File: src/rtl/uart_receiver.sv
// 8N1 asynchronous serial receiver.
// A two-flop synchronizer feeds a five-state FSM (IDLE, START, DATA, STOP,
// WAIT_IDLE). A 16-bit bit-period counter is cleared on every state change,
// so sampling re-phases on each start edge and lands mid-bit. Each good byte
// appears on DATA with a one-cycle VALID. A low stop bit gives a one-cycle
// FRAME_ERR, after which the receiver waits for the line to return high.
//
// Output protocol: VALID and FRAME_ERR are single-cycle strobes with no
// back-pressure. The consumer must capture DATA in the cycle VALID is high.
// DATA keeps its value until the next good frame.
module uart_receiver #(
  parameter int CLK_FREQ = 100000000,
  parameter int BAUD     = 115200,
  parameter int REF      = CLK_FREQ / BAUD,
  parameter int H_REF    = REF / 2
) (
  input  logic       CLK,
  input  logic       RST,
  input  logic       RX,
  output logic [7:0] DATA,
  output logic       VALID,
  output logic       FRAME_ERR,
  output logic       BUSY
);

  localparam logic [15:0] REF_M1 = 16'(REF - 1);
  localparam logic [15:0] H_M1   = 16'(H_REF - 1);

  typedef enum logic [2:0] {
    S_IDLE  = 3'd0,
    S_START = 3'd1,
    S_DATA  = 3'd2,
    S_STOP  = 3'd3,
    S_WAIT  = 3'd4
  } state_t;

  state_t      state;
  logic        rx_m;
  logic        rx_s;
  logic [15:0] cnt;
  logic [2:0]  bit_idx;
  logic [7:0]  shift;

  // Two-flop synchronizer for the asynchronous line; both flops reset to idle-high.
  always_ff @(posedge CLK) begin
    if (!RST) begin
      rx_m <= 1'b1;
      rx_s <= 1'b1;
    end else begin
      rx_m <= RX;
      rx_s <= rx_m;
    end
  end

  // Receive FSM with the bit-period counter and registered output strobes.
  always_ff @(posedge CLK) begin
    if (!RST) begin
      state     <= S_IDLE;
      cnt       <= 16'd0;
      bit_idx   <= 3'd0;
      shift     <= 8'h00;
      DATA      <= 8'h00;
      VALID     <= 1'b0;
      FRAME_ERR <= 1'b0;
    end else begin
      VALID     <= 1'b0;
      FRAME_ERR <= 1'b0;
      cnt       <= cnt + 16'd1;
      case (state)
        S_IDLE: begin
          if (!rx_s) begin
            state <= S_START;
            cnt   <= 16'd0;
          end
        end
        S_START: begin
          // Half a bit after the edge: a high line here means a glitch.
          if (cnt == H_M1) begin
            cnt <= 16'd0;
            if (rx_s) begin
              state <= S_IDLE;
            end else begin
              state   <= S_DATA;
              bit_idx <= 3'd0;
            end
          end
        end
        S_DATA: begin
          if (cnt == REF_M1) begin
            cnt            <= 16'd0;
            shift[bit_idx] <= rx_s;
            bit_idx        <= bit_idx + 3'd1;
            if (bit_idx == 3'd7) begin
              state <= S_STOP;
            end
          end
        end
        S_STOP: begin
          // Returning to IDLE mid-stop-bit lets the next start edge be caught
          // even when frames arrive back to back.
          if (cnt == REF_M1) begin
            cnt <= 16'd0;
            if (rx_s) begin
              DATA  <= shift;
              VALID <= 1'b1;
              state <= S_IDLE;
            end else begin
              FRAME_ERR <= 1'b1;
              state     <= S_WAIT;
            end
          end
        end
        S_WAIT: begin
          // A line held low (break) gives one FRAME_ERR and no false frames.
          if (rx_s) begin
            state <= S_IDLE;
            cnt   <= 16'd0;
          end
        end
        default: begin
          state <= S_IDLE;
          cnt   <= 16'd0;
        end
      endcase
    end
  end

  // BUSY is decoded directly from state.
  assign BUSY = (state != S_IDLE);

endmodule
File: config.mk
export PLATFORM = sky130hd
export DESIGN_NAME = uart_receiver
export DESIGN_NICKNAME = d
export VERILOG_FILES = /design/src/rtl/uart_receiver.sv
export SDC_FILE = /design/constraint.sdc
export NUM_CORES = 1
export LEC_CHECK = 0
export ABC_AREA = 0
export BUFFER_PORTS_ARGS = -buffer_cell sky130_fd_sc_hd__buf_2
export CORE_ASPECT_RATIO = 0.9
export CORE_MARGIN = 3
export CORE_UTILIZATION = 45
export CTS_BUF_LIST = sky130_fd_sc_hd__clkbuf_16
export DETAILED_ROUTE_END_ITERATION = 7
export HOLD_SLACK_MARGIN = 0.08
export SLEW_MARGIN = 40
export SYNTH_ARGS = -nofsm -noshare
export SYNTH_HDL_FRONTEND = slang
export SYNTH_SLANG_ARGS = --single-unit
File: constraint.sdc
create_clock -name CLK -period 2.25 [get_ports CLK]
set_clock_uncertainty 0.05 [all_clocks]
set_input_delay 0.3375 -clock CLK [delete_from_list [all_inputs] [get_ports CLK]]
set_output_delay 0.3375 -clock CLK [all_outputs]
set_load 0.02 [all_outputs]
**Yosys cells after proc, flatten, opt, wreduce, memory -nomap -nowiden**

Index checks and enable logic that the tools add are counted.

- Multiplexer cells: 23
- Magnitude comparators: 2
- Eq/ne operators: 14
- $add $sub $neg: 2
- Reductions and logical operators: 10

Operators with widths:

| kind | count |
|---|---|
| $mux 16 | 4 |
| $pmux 16 s4 | 1 |
| $mux 3 | 10 |
| $add 16x1->16 const B | 1 |
| $eq 16x10->1 const B | 1 |
| $eq 16x9->1 const B | 1 |
| $pmux 3 s5 | 1 |
| $ne 2x2->1 const B | 7 |
| $bwmux 8 | 1 |
| $eq 3x2->1 const B | 2 |
| $eq 3x3->1 const B | 2 |
| $pmux 3 s2 | 1 |
| $reduce_and 3->1 | 2 |
| $reduce_and 6->1 | 1 |
| $lt 3x4->1 const B | 1 |
| $reduce_and 4->1 | 1 |
| $add 3x1->3 const B | 1 |
| $demux 1 s3 | 1 |
| $eq 3x1->1 const B | 1 |
| $ge 3x1->1 const B | 1 |
| $logic_not 3->1 | 1 |
| $mux 1 | 3 |
| $reduce_bool 3->1 | 1 |
| $mux 2 | 1 |
| 4 further kinds | 4 |

- Register bits after elaboration: 42
- Input bits: 3
- Output and inout port bits: 11

**Depth between registers and ports, before layout**

- Word-level depth: 5
- Gate-level depth with buffers: 8
- Depth with buffers taken out: 7

**Least setup slack after synthesis**

OpenSTA, ideal clock, no wires.

- Path kind: reg-to-reg
- Start point: register cnt[15]
- End point: register DATA[0]
- Path buffers: 0
- Slack: 0.133 ns
- Setup time: 0.128 ns
- Data arrival time: 1.940 ns
- Cell stages (with the launch flop): 6
- Path through: dfxtp_1 -> or4_1 -> or4_4 -> nor2_8 -> mux2i_1 -> nor2_1

- Longest elaborated chain between the ends: 2

RTL lines:

| item | RTL line | RTL |
|---|---|---|
| from (decl) | 40 | `logic [15:0] cnt;` |
| from (signal assigned) | 68 | `cnt <= cnt + 16'd1;` |
| $eq 16x10->1 | 101 | `if (cnt == REF_M1) begin` |
| $reduce_and 3->1 (no line) | n/a |  |
| to (signal assigned) | 104 | `DATA <= shift;` |
| to (decl) | 20 | `output logic [7:0] DATA,` |

No other way between the ends.
A chain may end at the register's enable or synchronous reset.

**Final worst setup path**

- Start point: register cnt[10]
- End point: register DATA[5]

The elaborated chain is that of the path after synthesis.

==> impl_metrics.toml <==
[drt]
first_pass_iters = 4
num_vias = 1589
avgRoutedWirePerCell_um = 14.0
first_iter_violations = 117
avgViaCountPerCell = 5.39
drt-total-wl_um = 4120
drc = 0
drtAntennaViolNets = 0

[timing]
rsz0062_at_grt = "yes"
period_share_pct = 99.6
fmax_mhz = 446
slew_viol_final = 0
worstMarginPinSlew_ps = 518
setup_viol = 0
timing.setup.tns_ps = 0
finalHoldViolCount = 0
max_slew_margin_pct = 65.2
period_needed_ps = 2240

[critical_path]
crit_fanout = 8
cp_cell_sequence = "or4_4 > or4_4 > nor2_8 > mux2i_1 > nor2_1"
critPathBufInv = 0
startpoint_type = "flop"
r2r_cells = 5
cp.arrival_ps = 2340
cp_slowest_stage_delay_ps = 610
crit_required_ps = 2340
cp.depth = 5
slowest_stage = "or4_4"
cp-end-kind = "flop"
cp_common_cell = "or4_4"
critPathKind = "reg2reg"
critical_path.top_delay_family = "simple AND/OR/NAND/NOR gates"

[pwr]
p_per_area_nw_per_um2 = 762
switching_power_uw = 367
peakVddDrop_uv = 371
combPwrFrac_pct = 7.3
power.share.clock_pct = 50.1
leakage_uw = 0.000926
sw_frac_of_total_pct = 20.2
seqPwrFrac_pct = 42.6
internal-power_uw = 1450

[min_path]
holdPathStages = 2
hp-class = "in2reg"

[clocking]
clock_sinks = 42
clk_path_buf_depth = 2
root_buffer = "clkbuf_16"
cts_tree = "yes"
clock_latency_ps = 280
cts_hold_buf = 0
postCtsSetupBuffers = 0
numCtsBuffers = 5
h-tree-depth = 2
clk_pin_slew_worst_paths_ps = 60

[placement]
io_buffers = 13
dp.cells = 287
gp_congestion = 0.842
dp_hpwl_um = 2950

[finish]
final_common_cell = "dfxtp_1"
ff_latch_area_sq_um = 843
multi_input_area_sq_um = 1050
area_delta_synth_final_pct = 24.6
fin_cells = 295
fin_nets = 255
num-fill-cells = 349
layout_common_cells = "dfxtp_1 (40), nor2_1 (37), nand2_1 (23)"
drive_above_1_share_pct = 23.7
antennaDiodeCount = 0

[floorplanning]
num_io_pins = 14
die_h_um = 67.8
initial_core_util_pct = 49.2
coreArea_sq_um = 3890
die-area_sq_um = 5070
rows = 21
die_w_um = 74.7

[global_routing]
use_met3_pct = 4.41
antenna_found_initial = 0
grtUsageMet1_pct = 25.0
grt_start_max_net_pins = 17
overflow = 0
busiest_layer = "met2"
met2_usage_pct = 28.4
grt_pass1_vias = 1590
grt_use_total_pct = 18.5
grt_first_pass_wirelength_um = 7150

[yosys]
async_flop_share_pct = 0
yosysSeqAreaShare_pct = 44.0
synth_area_sq_um = 1910
synthesis.nets = 224
synth.avg_cell_area_sq_um = 8.81
ys_ff_latch = 42
synth_area_leaders = "dfxtp_1 (44%), nor2_1 (7.3%), mux2i_1 (6.8%)"
synthFlopType = "dfxtp_1"
yosysUniqueCellTypes = 37
yosysWarnings = 0
synth.largest_area_cell = "dfxtp_1"
synth-edff-count = 0
yosys.area.top_type_share_pct = 44.0
synthCells = 217

[job]
drv_cap = 0

[outcome]
status = "complete, no violations"
-- state kept, by name, indices dropped and copies added, names as in the netlist --
signal,count
cnt,16
rx_s,1
bit_idx,3
shift,8
VALID,1
rx_m,1
state,3
FRAME_ERR,1
DATA,8
-- power by group through the flow --
stage	Combinational, uW	Clock (uW)	Sequential, uW
CTS	128	926	772
global route	150	964	774
floorplan	81.6	0	781
finish	133	909	773
detailed placement	127	0	788
global placement	124	0	787
-- metal layers --
metal	routed length, um	up-vias
met4	53	0
met3	206	7
met5	0	-
li1	-	812
met1	2000	733
met2	1860	37
-- cells in the mapped netlist (5+ instances only) --
master / n
dfxtp_1: 42
nor2_1: 37
nand2_1: 23
nand3_1: 14
mux2i_1: 13
nand4_1: 9
a21oi_1: 8
xnor2_1: 8
xor2_1: 7
clkbuf_1: 6
inv_1: 5
-- cells by family after synthesis --
group                      count (synthesis)  synth area share (%)
AOI/OAI and AO/OA                         17                  5.43
xor gates and xnor gates                  15                  6.87
adders and majority gates                  4                  2.62
buffers and inverters                     13                  2.68
DFF                                       42                  44.0
muxes                                     13                  6.81
and+or+nand+nor                          113                  31.6
-- final cells by class --
cell class              instances  share of cell area (%)
clock buffers                   5                    5.25
repair buffers                 32                    9.24
well taps                      46                    2.42
multi-input cells             162                    44.2
clock inverters                 3                    2.68
inverters                       5                   0.788
flip-flops and latches         42                    35.4
-- stage by stage --
stage | hold slack [ps] | total power [uW] | instance area (sq um) | util, % | setup slack (ps)
after floorplan | 336 | 863 | 1910 | - | 133
after global placement | 339 | 911 | 2160 | 55.5 | 39.7
after detailed placement | 343 | 915 | 2160 | 55.5 | -3.10
after CTS | 183 | 1830 | 2350 | 60.5 | -16.6
after global routing | 183 | 1890 | 2380 | 61.3 | -62.4
final | 189 | 1820 | 2380 | 61.3 | 9.31
-- final timing paths --
kind	endpoint	startpoint	slack [ps]
setup reg to reg	DATA[5]	cnt[10]	9
hold / removal	rx_m	RX	190
hold reg to reg	rx_s	rx_m	360
setup / recovery	DATA[5]	cnt[10]	9
-- timing repair --
action | in CTS | in global routing
pin swaps | 1 | 5
gates resized for setup | 1 | 7
setup endpoints to repair | 3 | 29
endpoints found under the hold margin | 0 | 0
Power figures use the tool's default switching activity.
